==> config.mk <==
export PLATFORM = sky130hd
export DESIGN_NAME = gamecube_rx_frame_controller
export DESIGN_NICKNAME = d
export VERILOG_FILES = /design/src/rtl/gamecube_rx_frame_controller.sv
export SDC_FILE = /design/constraint.sdc
export NUM_CORES = 1
export LEC_CHECK = 0
export CORE_MARGIN = 1.5
export CORE_UTILIZATION = 50
export DETAILED_ROUTE_END_ITERATION = 7
export HOLD_SLACK_MARGIN = 0.15
export PLACE_DENSITY_LB_ADDON = 0.12
export SETUP_SLACK_MARGIN = 0.15
export SLEW_MARGIN = 20
export SYNTH_ARGS = -nofsm -noshare
export SYNTH_HDL_FRONTEND = slang
export SYNTH_SLANG_ARGS = --single-unit
==> constraint.sdc <==
create_clock -name CLK -period 2.6 [get_ports CLK]
set_input_delay 0.39 -clock CLK [delete_from_list [all_inputs] [get_ports CLK]]
set_output_delay 0.39 -clock CLK [all_outputs]
set_load 0.1 [all_outputs]
==> src/rtl/gamecube_rx_frame_controller.sv <==
// Frame assembler for the GameCube controller response: arms the bit receiver,
// shifts decoded bits MSB-first, checks the stop bit and flags the result.
// Optional inter-bit timeout is built only when GC_RX_TIMEOUT_EN is defined.
module gamecube_rx_frame_controller #(
  parameter int unsigned FRAME_BITS     = 64,
  parameter int unsigned TIMEOUT_CYCLES = 400
) (
  input  logic                  CLK,
  input  logic                  n_RST,
  input  logic                  START,
  input  logic                  BIT_RX,
  input  logic                  BIT_VALID,
  input  logic                  FRAME_ACK,
  output logic                  RCV_n_RST,
  output logic [FRAME_BITS-1:0] FRAME,
  output logic                  FRAME_VALID,
  output logic                  FRAME_ERR,
  output logic                  BUSY,
  output logic [2:0]            STATE_DBG
);

  // Handshakes: BIT_VALID is a one-cycle strobe per bit (no back-pressure);
  // FRAME_VALID/FRAME_ERR stay high until FRAME_ACK is sampled in DONE/ERROR.

  localparam int unsigned BW = $clog2(FRAME_BITS + 1);

  typedef enum logic [2:0] {
    S_IDLE    = 3'd0,
    S_ARM     = 3'd1,
    S_RECEIVE = 3'd2,
    S_STOP    = 3'd3,
    S_DONE    = 3'd4,
    S_ERROR   = 3'd5
  } state_t;

  state_t                state_q, state_d;
  logic [FRAME_BITS-1:0] frame_q, frame_d;
  logic [BW-1:0]         bit_cnt_q, bit_cnt_d;
  logic                  frame_valid_q, frame_valid_d;
  logic                  frame_err_q, frame_err_d;

`ifdef GC_RX_TIMEOUT_EN
  localparam int unsigned TW = $clog2(TIMEOUT_CYCLES + 1);
  logic [TW-1:0] timeout_q, timeout_d;
`endif

  always_comb begin
    state_d       = state_q;
    frame_d       = frame_q;
    bit_cnt_d     = bit_cnt_q;
    frame_valid_d = frame_valid_q;
    frame_err_d   = frame_err_q;
`ifdef GC_RX_TIMEOUT_EN
    timeout_d     = timeout_q;
`endif

    case (state_q)
      S_IDLE: begin
        if (START) state_d = S_ARM;
      end
      S_ARM: begin
        frame_d   = '0;
        bit_cnt_d = '0;
`ifdef GC_RX_TIMEOUT_EN
        timeout_d = '0;
`endif
        state_d   = S_RECEIVE;
      end
      S_RECEIVE: begin
        if (BIT_VALID) begin
          frame_d    = frame_q << 1;
          frame_d[0] = BIT_RX;
          bit_cnt_d  = bit_cnt_q + BW'(1);
`ifdef GC_RX_TIMEOUT_EN
          timeout_d  = '0;
`endif
          // Last data bit: leave on the same edge that shifts it in.
          if (bit_cnt_q == BW'(FRAME_BITS - 1)) state_d = S_STOP;
        end
      end
      S_STOP: begin
        if (BIT_VALID) begin
          if (BIT_RX) begin
            state_d       = S_DONE;
            frame_valid_d = 1'b1;
          end else begin
            state_d     = S_ERROR;
            frame_err_d = 1'b1;
          end
        end
      end
      S_DONE, S_ERROR: begin
        if (FRAME_ACK) begin
          frame_valid_d = 1'b0;
          frame_err_d   = 1'b0;
          state_d       = START ? S_ARM : S_IDLE;
        end
      end
      default: state_d = S_IDLE;
    endcase

`ifdef GC_RX_TIMEOUT_EN
    // A strobe on the limit cycle wins: the counter only advances on idle cycles.
    if ((state_q == S_RECEIVE || state_q == S_STOP) && !BIT_VALID) begin
      if (timeout_q >= TW'(TIMEOUT_CYCLES - 1)) begin
        timeout_d   = TW'(TIMEOUT_CYCLES);
        state_d     = S_ERROR;
        frame_err_d = 1'b1;
      end else begin
        timeout_d = timeout_q + TW'(1);
      end
    end
`endif
  end

  always_ff @(posedge CLK or negedge n_RST) begin
    if (!n_RST) begin
      state_q       <= S_IDLE;
      frame_q       <= '0;
      bit_cnt_q     <= '0;
      frame_valid_q <= 1'b0;
      frame_err_q   <= 1'b0;
    end else begin
      state_q       <= state_d;
      frame_q       <= frame_d;
      bit_cnt_q     <= bit_cnt_d;
      frame_valid_q <= frame_valid_d;
      frame_err_q   <= frame_err_d;
    end
  end

`ifdef GC_RX_TIMEOUT_EN
  always_ff @(posedge CLK or negedge n_RST) begin
    if (!n_RST) timeout_q <= '0;
    else        timeout_q <= timeout_d;
  end
`endif

  assign RCV_n_RST   = (state_q == S_RECEIVE) || (state_q == S_STOP);
  assign FRAME       = frame_q;
  assign FRAME_VALID = frame_valid_q;
  assign FRAME_ERR   = frame_err_q;
  assign BUSY        = (state_q != S_IDLE);
  assign STATE_DBG   = state_q;

endmodule

-- After elaboration in Yosys (flattened, before gate mapping)
Index checks and enable logic that the tools add are counted.
- register bits after elaboration: 76
- add/subtract/negate cells: 1
- equality and inequality tests: 13
- multiplexer cells: 19
- reductions and logical operators: 10
- operators by type and width (kind ; count):
    $pmux W64 S2 ; 1
    $mux W64 ; 1
    $mux W3 ; 5
    $pmux W3 S5 ; 1
    $ne A2 B2 Y1 const B ; 7
    $pmux W7 S2 ; 1
    $reduce_and A4 Y1 ; 2
    $add A7 B1 Y7 const B ; 1
    $eq A7 B6 Y1 const B ; 1
    $mux W1 ; 7
    $mux W7 ; 1
    $eq A3 B2 Y1 const B ; 2
    $eq A3 B3 Y1 const B ; 2
    $reduce_and A5 Y1 ; 1
    $pmux W1 S2 ; 2
    $reduce_bool A2 Y1 ; 2
    $eq A3 B1 Y1 const B ; 1
    $logic_not A3 Y1 ; 1
    $reduce_bool A3 Y1 ; 1
    $reduce_and A2 Y1 ; 1
    $reduce_or A2 Y1 ; 1
    $logic_or A1 B1 Y1 ; 1

-- Depth between registers and ports, before layout
- word-level depth: 4
- mapped depth: 7
- gate-level depth less buffers: 5

-- Least setup slack after synthesis
No wires, ideal clock.
- path kind: register -> register
- from: register state_q[1] (netlist: STATE_DBG[1])
- to: register frame_err_q (netlist: FRAME_ERR)
- data arrival time: 2228 ps
- required time: 2516 ps
- path slack: 288 ps
- cell stages (with the launch flop): 6
- clock period less this slack: 2312 ps
- cells stage by stage: dfrtp_1 > buf_6 > nand2b_1 > inv_1 > nand3_1 > o21ai_0
- cells in the longest elaborated chain, start to end: 4
- elaborated cells between the ends (all ways): 10
- ends and longest elaborated chain (element ; RTL line ; RTL):
    start: declaration ; 36 ; state_t state_q, state_d;
    start signal: assignment ; 124 ; state_q <= state_d;
    $eq A3 B3 Y1 ; 57 ; case (state_q)
    $reduce_or A2 Y1 ; 57 ;
    $ne A2 B2 Y1 (no source line) / $reduce_bool A2 Y1 (equally long branches) ; - ;
    $reduce_and A4 Y1 (no source line) ; - ;
    end signal: assignment ; 128 ; frame_err_q <= frame_err_d;
    end: declaration ; 40 ; logic frame_err_q, frame_err_d;
Parallel ways exist; a longest one is shown, timed or not.
A chain may end at the register's enable or synchronous reset.

-- Final worst setup path
- from: register state_q[0] (netlist: STATE_DBG[0])
- to: register bit_cnt_q[6]
- cells in the longest elaborated chain, start to end: 3
- elaborated cells between the ends (all ways): 6
- ends and longest elaborated chain (element ; RTL line ; RTL):
    $eq A3 B2 Y1 / $eq A3 B1 Y1 (equally long branches) ; 57 ;
    $ne A2 B2 Y1 (no source line) / $reduce_bool A2 Y1 (equally long branches) ; - ;
    $reduce_and A2 Y1 (no source line) ; - ;
    end signal: assignment ; 126 ; bit_cnt_q <= bit_cnt_d;
    end: declaration ; 38 ; logic [BW-1:0] bit_cnt_q, bit_cnt_d;
Parallel ways exist; a longest one is shown, timed or not.

==> results.sh <==
export IMPL_vias=2032
export IMPL_die_h_um=79.5
export IMPL_maxCapViolCount=0
export IMPL_min_delay_path_class="in -> async"
export IMPL_path_clk_slew_ps=70
export IMPL_syn_inst=209
export IMPL_clk_path_buf_depth=2
export IMPL_ys_warn_count=0
export IMPL_multi_input_comb_area_um2=885
export IMPL_cts_root_buf="clkbuf_8"
export IMPL_dieArea_mm2=0.00633
export IMPL_wl_per_cell_um=16.4
export IMPL_final_util=0.667
export IMPL_fillCellCount=444
export IMPL_ys_types=31
export IMPL_r2r_slack_ps=510
export IMPL_r2r_end="bit_cnt_q[6]$_DFFE_PN0P_"
export IMPL_syn_nets=216
export IMPL_r2r_start="STATE_DBG[0]$_DFFE_PN0P_"
export IMPL_arrival_ps=2310
export IMPL_gp_congestion=0.734
export IMPL_drc=0
export IMPL_cts_hold_buffers=0
export IMPL_reg2reg_depth=5
export IMPL_ff_latch_area_mm2=0.00190
export IMPL_pre_cts_ws_ps=169
export IMPL_max_slew_margin_rel=0.390
export IMPL_ys_ff_latch=76
export IMPL_outcome="complete, no violations"
export IMPL_ys_flop_type="dfrtp_1"
export IMPL_grt_first_pass_wirelength_mm=9.16
export IMPL_antenna_found_initial=0
export IMPL_final_cell_mix="dfrtp_1, buf_4, a22o_1"
export IMPL_synth_enable_flop_cells=0
export IMPL_nets=290
export IMPL_cts_sinks=76
export IMPL_cts_tree="built"
export IMPL_grt_max_degree=77
export IMPL_start_util=0.525
export IMPL_syn_cell_area_mm2=0.00293
export IMPL_finalSetupViolations=0
export IMPL_drive_above_1_share=0.341
export IMPL_final_common_cell="dfrtp_1"
export IMPL_cts_resized=0
export IMPL_crit_path_max_fanout=69
export IMPL_viasPerCell=5.66
export IMPL_hold_viol=0
export IMPL_cp_required_ps=2820
export IMPL_min_period_ps=2090
export IMPL_portBuffers=76
export IMPL_ir_drop_mv=1.19
export IMPL_drt_pre_antenna_iters=4
export IMPL_grt_setup_unrepaired="no"
export IMPL_hpwl_mm=3.57
export IMPL_cp_end_kind="register"
export IMPL_placed_area_mm2=0.00349
export IMPL_clk_latency_ps=330
export IMPL_die_w_um=79.5
export IMPL_cts_setup_buffers=0
export IMPL_path_class="reg -> reg"
export IMPL_synth_async_reset_ratio=1.00
export IMPL_fin_crit_sh=0.803
export IMPL_max_stage_delay_ps=580
export IMPL_worstMarginPinSlew_ps=915
export IMPL_grtUsageTotal=0.187
export IMPL_first_global_vias=1797
export IMPL_avgSynthCellArea_um2=14.0
export IMPL_leakagePower_nw=1.92
export IMPL_clock_skew_ps=9.18
export IMPL_setup_slack_ps=513
export IMPL_core_area_mm2=0.00557
export IMPL_power_density_mw_per_mm2=1030
export IMPL_area_growth_pct=27.0
export IMPL_overflow=0
export IMPL_pin_count=77
export IMPL_fin_area_mm2=0.00372
export IMPL_rows=27
export IMPL_n_antenna_cell=0
export IMPL_drt_total_wl_mm=5.88
export IMPL_ant_nets=0
export IMPL_crit_chain="and4bb_2 > buf_4 > nand4_1 > xor2_1 > nor2_1"
export IMPL_numCtsBuffers=9
export IMPL_drv_slew=0
export IMPL_startpoint_type="register"
export IMPL_max_freq_ghz=0.479
export IMPL_drtIter0Drc=128
export IMPL_cts_htree_levels=3
export IMPL_finalPower_mw=3.82
export IMPL_cpMaxStageDelayCell="buf_4"
export IMPL_tns_ps=0
export IMPL_ys_seq_area_frac=0.649
-- worst max-delay path by stage --
| stage | startpoint | slack [ps] | to | cells after the start |
|---|---|---|---|---|
| finish | STATE_DBG[0]$_DFFE_PN0P_ | 510 | bit_cnt_q[6]$_DFFE_PN0P_ | 5 |
| global placement | BIT_VALID | 190 | FRAME[47]$_DFFE_PN0P_ | 5 |
| CTS | STATE_DBG[1]$_DFFE_PN0P_ | 340 | FRAME[58]$_DFFE_PN0P_ | 5 |
| global route | STATE_DBG[0]$_DFFE_PN0P_ | 390 | bit_cnt_q[3]$_DFFE_PN0P_ | 5 |
| detailed placement | BIT_VALID | 170 | FRAME[52]$_DFFE_PN0P_ | 5 |
| floorplan | STATE_DBG[1]$_DFFE_PN0P_ | 290 | FRAME_ERR$_DFFE_PN0P_ | 5 |
-- metrics by stage --
stage                     hold slack (ps)  std cells
after floorplan                      94.4        209
after global placement                481        343
after detailed placement              490        343
after CTS                             214        358
after global routing                  271        359
final                                 170        359
-- worst max-delay path, delay by kind of cell, from the launching register on --
| family | cells | cell delay, ps |
|---|---|---|
| buffers and inverters | 1 | 580 |
| AND/OR/NAND/NOR | 3 | 710 |
| XOR/XNOR | 1 | 170 |
| flip-flops | 1 | 510 |
-- power breakdown --
| group | total [mW] | switching, mW | internal (mW) | leakage, nW |
|---|---|---|---|---|
| logic | 1.42 | 1.13 | 0.291 | 0.766 |
| clock network | 0.994 | 0.408 | 0.586 | 0.111 |
| registers | 1.41 | 0.129 | 1.28 | 1.05 |
-- cell usage after synthesis (2+ instances only) --
| master | number | area share |
|---|---|---|
| a21oi_1 | 2 | 0.0034 |
| buf_4 | 2 | 0.0051 |
| buf_2 | 2 | 0.0034 |
| nand3_1 | 2 | 0.0034 |
| buf_6 | 8 | 0.031 |
| xor2_1 | 3 | 0.0090 |
| or4_1 | 2 | 0.0051 |
| a22o_1 | 65 | 0.19 |
| nor3_1 | 2 | 0.0034 |
| nand2_1 | 6 | 0.0077 |
| nand4_1 | 4 | 0.0085 |
| inv_1 | 4 | 0.0051 |
| o21ai_0 | 6 | 0.010 |
| nor2_1 | 4 | 0.0051 |
| and3_2 | 2 | 0.0051 |
| dfrtp_1 | 76 | 0.65 |
| clkbuf_1 | 5 | 0.0064 |
-- layout make-up --
class,count,area share
Clock inverter,4,0.0195
Sequential cell,76,0.511
Inverter,4,0.00404
Clock buffer,11,0.0407
Tap cell,72,0.0242
Multi-Input combinational cell,113,0.238
Timing Repair Buffer,79,0.162
-- layer usage --
| layer | GRT usage | part of all wire |
|---|---|---|
| met5 | 0 | 0 |
| met4 | 0.0561 | 0.0082 |
| met3 | 0.0594 | 0.050 |
| met2 | 0.251 | 0.44 |
| met1 | 0.288 | 0.50 |
-- flip-flops by register name, summed over array words and instances (netlist names) --
signal / count
FRAME_ERR: 1
STATE_DBG: 3
FRAME_VALID: 1
FRAME: 64
bit_cnt_q: 7
-- logic make-up after synthesis --
group           count (synthesis)  share of synthesized area
compound gates                 78                      0.224
flops                          76                      0.649
simple gates                   29                     0.0589
buf+inv                        21                     0.0508
xor+xnor                        3                    0.00897
mux                             1                    0.00384
fa+ha+maj                       1                    0.00427
No activity file was read; power rests on OpenSTA's default activity.
==> edit 1, RTL diff (same flow settings) <==
Register the output `STATE_DBG` once more; this adds one clock of latency there. The other outputs are not delayed to match.
--- a/src/rtl/gamecube_rx_frame_controller.sv
+++ b/src/rtl/gamecube_rx_frame_controller.sv
@@ -142,5 +142,7 @@
   assign FRAME_ERR   = frame_err_q;
   assign BUSY        = (state_q != S_IDLE);
-  assign STATE_DBG   = state_q;
+  always_ff @(posedge CLK) begin
+    STATE_DBG <= state_q;
+  end
 
 endmodule
Formal check against the unedited RTL: not equivalent (a bounded check fails within 4 cycles, from zero or initial values and one cycle with n_RST low).
==> edit 1 against the unedited design <==
Area after synthesis increased by 12%. Setup slack improved by 0.23 ns. Routed wire length increased by 4.7%. Sequential share of layout area is 3.2 points lower. Synthesized cell count is 68% higher. Critical path depth down 3. Register-to-register slack better by 0.39 ns. Sequential cell count grew 3. Final area up 10%. Critical path type is now flop to primary output. Critical endpoint is now RCV_n_RST. Largest cell class unchanged.
Power is left out: the tool's default activity adds up to more than one toggle a clock period on the data nets, which glitch-free logic cannot reach.
==> edit 1: results (changes against the unedited design) <==
layout cells sized above 1: 22.3% (was 34.1%)
Top delay family on crit path: flip-flops (was simple AND/OR/NAND/NOR gates)
adder-cell share of the synthesized area: 0.380% (was 0.427%)
DR WL/cell: 12.3 um (was 16.4 um)
Clock Latency Late Sink: 0.35 ns (was 0.33 ns)
asr flop ratio synth: 96.2% (was 100%)
pre-CTS WS: 0.517 ns (was 0.169 ns)
R2R setup slack: 0.90 ns (was 0.51 ns)
Inserted Diodes: 0 (unchanged)
routing usage on met3: 4.45% (was 5.94%)
outcome: complete, no violations (unchanged)
Final Skew: 0.00958 ns (was 0.00918 ns)
Rel. slew slack: 37.5% (was 39.0%)
met2 wire length: 2770 um (was 2620 um)
XOR/XNOR share of the synthesized area: 0.799% (was 0.897%)
post-synth cell types: 28 (was 31)
Cells after Synth: 352 (was 209)
placed cell area: 0.00384 mm2 (was 0.00349 mm2)
first-pass GRT wire length: 10500 um (was 9160 um)
gr usage total: 18.6% (was 18.7%)
main combinational cell family by area after synthesis: simple AND/OR/NAND/NOR gates (was compound AO/OA/AOI/OAI gates)
placed insts: 483 (was 343)
routed vias: 2539 (was 2032)
compound-cell area share of the yosys netlist: 12.0% (was 22.4%)
Synth top cells by count: nand2_1, dfrtp_1, o21ai_1 (was dfrtp_1, a22o_1, buf_6)
crit path DAT: 1.47 ns (was 2.31 ns)
largest net degree at the start of global routing: 79 (was 77)
Max Clock Freq: 538 MHz (was 479 MHz)
syn nets: 359 (was 216)
sequential-to-total area share from yosys stat: 59.6% (was 64.9%)
multiplexer area fraction after synthesis: 0.609% (was 0.384%)
Critical Path Sink: RCV_n_RST (was bit_cnt_q[6])
global routing met1 resource utilization: 26.2% (was 28.8%)
final WL: 6150 um (was 5880 um)
Reg2Reg Depth: 4 (was 5)
Iteration-0 DRC Markers: 202 (was 128)
Crit path largest cell delay: 0.57 ns
met2 Resource Use GR: 26.8% (was 25.1%)
met1 wire length: 2940 um (was 2920 um)
Slowest-stage cell, CP: dfrtp_1 (was buf_4)
R2R Path End: FRAME[36] (was bit_cnt_q[6])
Reg clk slew, reported paths: 0.09 ns (was 0.07 ns)
routability cong.: 0.714 (was 0.734)
vias in the first global route: 2188 (was 1797)
main area contributors after synthesis: dfrtp_1, nand2_1, o21ai_1 (was dfrtp_1, a22o_1, buf_6)
Reg2Reg Launch Point: state_q[1] (was STATE_DBG[0])
Met3 Wirelength: 298 um (was 295 um)
-- edit 1: cell types whose count changed after synthesis, sizes merged, moves of 4 or more --
cell,delta
nand2b,+4
nand2,+127
a22o,-65
buf,+12
o21ai,+61
clkbuf,-4
-- edit 1: worst min-delay path by stage --
stage	slack, ns	depth (start not counted)	to	startpoint
2_1_floorplan	0.09	0	FRAME[0]	n_RST
6_report	0.18	1	FRAME[29]	n_RST
5_1_grt	0.25	1	FRAME[29]	n_RST
4_1_cts	0.22	1	FRAME[28]	n_RST
3_3_place_gp	0.48	1	bit_cnt_q[3]	bit_cnt_q[3]
3_5_place_dp	0.48	1	bit_cnt_q[3]	bit_cnt_q[3]
-- edit 1: layout make-up --
type                            instances  area (um2)
Multi-Input combinational cell        245        1130
Timing Repair Buffer                   79         641
Fill cell                             548        2260
Clock buffer                           10         138
Inverter                                3        11.3
Tap cell                               77        96.3
Sequential cell                        79        1960
Clock inverter                          6         108
==> edit 2, RTL diff (same flow settings) <==
Without the edit above. Add a define of `GC_RX_TIMEOUT_EN`.
--- a/src/rtl/gamecube_rx_frame_controller.sv
+++ b/src/rtl/gamecube_rx_frame_controller.sv
@@ -2,4 +2,6 @@
 // shifts decoded bits MSB-first, checks the stop bit and flags the result.
 // Optional inter-bit timeout is built only when GC_RX_TIMEOUT_EN is defined.
+`define GC_RX_TIMEOUT_EN
+
 module gamecube_rx_frame_controller #(
   parameter int unsigned FRAME_BITS     = 64,
Formal check against the unedited RTL: no difference found for any inputs over 10 cycles, from zero or initial values and one cycle with n_RST low; that may be too few to reach the edited logic, so the function may still have changed.
==> edit 2 against the unedited design <==
Hold slack improved by 0.35 ns. Combinational power rose by 30%. Die area rose by 18%. Critical path type is now primary input to flop. Highest routed layer unchanged. Final area rose by 17%. Sequential cell count rose by 9. Area after synthesis rose by 19%. Power rose by 17%. Routed wire length rose by 22%. Setup slack improved by 0.061 ns. Critical path depth did not move. Synthesized cell count rose by 39%. Count of clock-buffer cells in the layout fell by 2.
==> edit 2: results (changes against the unedited design) <==
R2R Path End: FRAME[61] (was bit_cnt_q[6])
yosys warns: 0 (unchanged)
Nets: 374 (was 290)
first-pass GRT wire length: 11700 um (was 9160 um)
Leak Pwr: 2.14 nW (was 1.92 nW)
Final Skew: 0.00992 ns (was 0.00918 ns)
post-synth cell types: 41 (was 31)
worst vdd ir: 726 uV (was 1190 uV)
syn nets: 299 (was 216)
# setup viols final: 0 (unchanged)
Hold Crit Class: flop to flop (was primary input to async pin)
vias in the first global route: 2364 (was 1797)
crit path max fanout: 63 (was 69)
gr usage total: 20.1% (was 18.7%)
Clock Latency Late Sink: 0.35 ns (was 0.33 ns)
sequential-to-total area share from yosys stat: 61.3% (was 64.9%)
DR WL/cell: 15.9 um (was 16.4 um)
area of the multi-input gates: 0.00123 mm2 (was 885 um2)
fill cell count: 540 (was 444)
Crit. Startpoint: BIT_VALID (was STATE_DBG[0])
pre-CTS WS: 0.217 ns (was 0.169 ns)
routed vias: 2568 (was 2032)
layout cells sized above 1: 27.5% (was 34.1%)
Reg clk slew, reported paths: 0.09 ns (was 0.07 ns)
Reg2Reg Depth: 4 (was 5)
Rel. slew slack: 61.7% (was 39.0%)
main area contributors after synthesis: dfrtp_1, a22o_1, nand2_1 (was dfrtp_1, a22o_1, buf_6)
routability cong.: 0.797 (was 0.734)
Iteration-0 DRC Markers: 127 (was 128)
Synth top cells by count: dfrtp_1, a22o_1, nand2_1 (was dfrtp_1, a22o_1, buf_6)
crit path DAT: 2.24 ns (was 2.31 ns)
Final Cycle Share: 77.9% (was 80.3%)
outcome: complete, no violations (unchanged)
largest net degree at the start of global routing: 64 (was 77)
Inserted Diodes: 0 (unchanged)
R2R setup slack: 0.58 ns (was 0.51 ns)
Critical Path Sink: FRAME[61] (was bit_cnt_q[6])
[edit 2: metal layers]
| layer | wire length (um) | vias to the layer above | global-route usage [%] |
|---|---|---|---|
| met4 | 27 | 0 | 5.28 |
| met3 | 247 | 4 | 5.90 |
| met5 | 0 | - | 0 |
| li1 | - | 1235 | - |
| met1 | 3470 | 1282 | 28.7 |
| met2 | 3440 | 47 | 30.4 |
[edit 2: worst max-delay path: stages]
cell             delay (ns)
clkdlybuf4s50_1        0.57
nand3b_4               0.16
a21o_2                 0.35
buf_4                  0.55
o21ai_0                0.19
[edit 2: repair_timing]
action,CTS,global route
gates resized for setup,0,0
hold buffers,1,0
hold endpoints to repair,43,0
[edit 2: cells by family (layout without fill, tap and decap cells)]
family                     after synthesis  after routing  synth area share (%)
AOI/OAI and AO/OA                      102            102                  23.0
xor gates and xnor gates                 3              3                 0.757
adders and majority gates                2              2                 0.721
buffers and inverters                   27            107                  3.50
DFF                                     85             85                  61.3
muxes                                    1              1                 0.288
and+or+nand+nor                         71             71                  10.5
[edit 2: how the worst min path moves through the flow]
| stage | from | end | slack (ns) | depth (start not counted) |
|---|---|---|---|---|
| final | FRAME[57] | FRAME[57] | 0.52 | 2 |
| after global routing | FRAME[18] | FRAME[18] | 0.55 | 1 |
| after CTS | FRAME[60] | FRAME[60] | 0.52 | 2 |
| after detailed placement | n_RST | FRAME[8] | 0.43 | 1 |
| after global placement | n_RST | FRAME[8] | 0.42 | 1 |
| after floorplan | n_RST | FRAME[0] | 0.09 | 0 |
[edit 2: power breakdown]
group / switching [mW] / internal [mW] / total [mW] / leakage [nW]
clock network: 0.508 / 0.461 / 0.969 / 0.104
logic: 1.40 / 0.433 / 1.84 / 0.869
registers: 0.188 / 1.46 / 1.65 / 1.17
[edit 2: cell type report]
cell class	instances	share of cell area, %
well taps	80	2.30
clock buffers	9	2.85
clock inverters	7	1.90
flip-flops and latches	85	49.0
repair buffers	85	15.3
multi-input cells	179	28.2
inverters	6	0.518
[edit 2: per-stage QoR]
step | std cells | area [um2] | util [%] | hold slack, ns | total power, mW
global route | 451 | 4350 | 64.3 | 0.547 | 4.68
floorplan | 291 | 3470 | - | 0.0944 | 3.11
global placement | 434 | 4130 | 61.1 | 0.423 | 3.49
finish | 451 | 4350 | 64.3 | 0.518 | 4.46
CTS | 451 | 4350 | 64.3 | 0.520 | 4.50
detailed placement | 434 | 4130 | 61.1 | 0.427 | 3.52
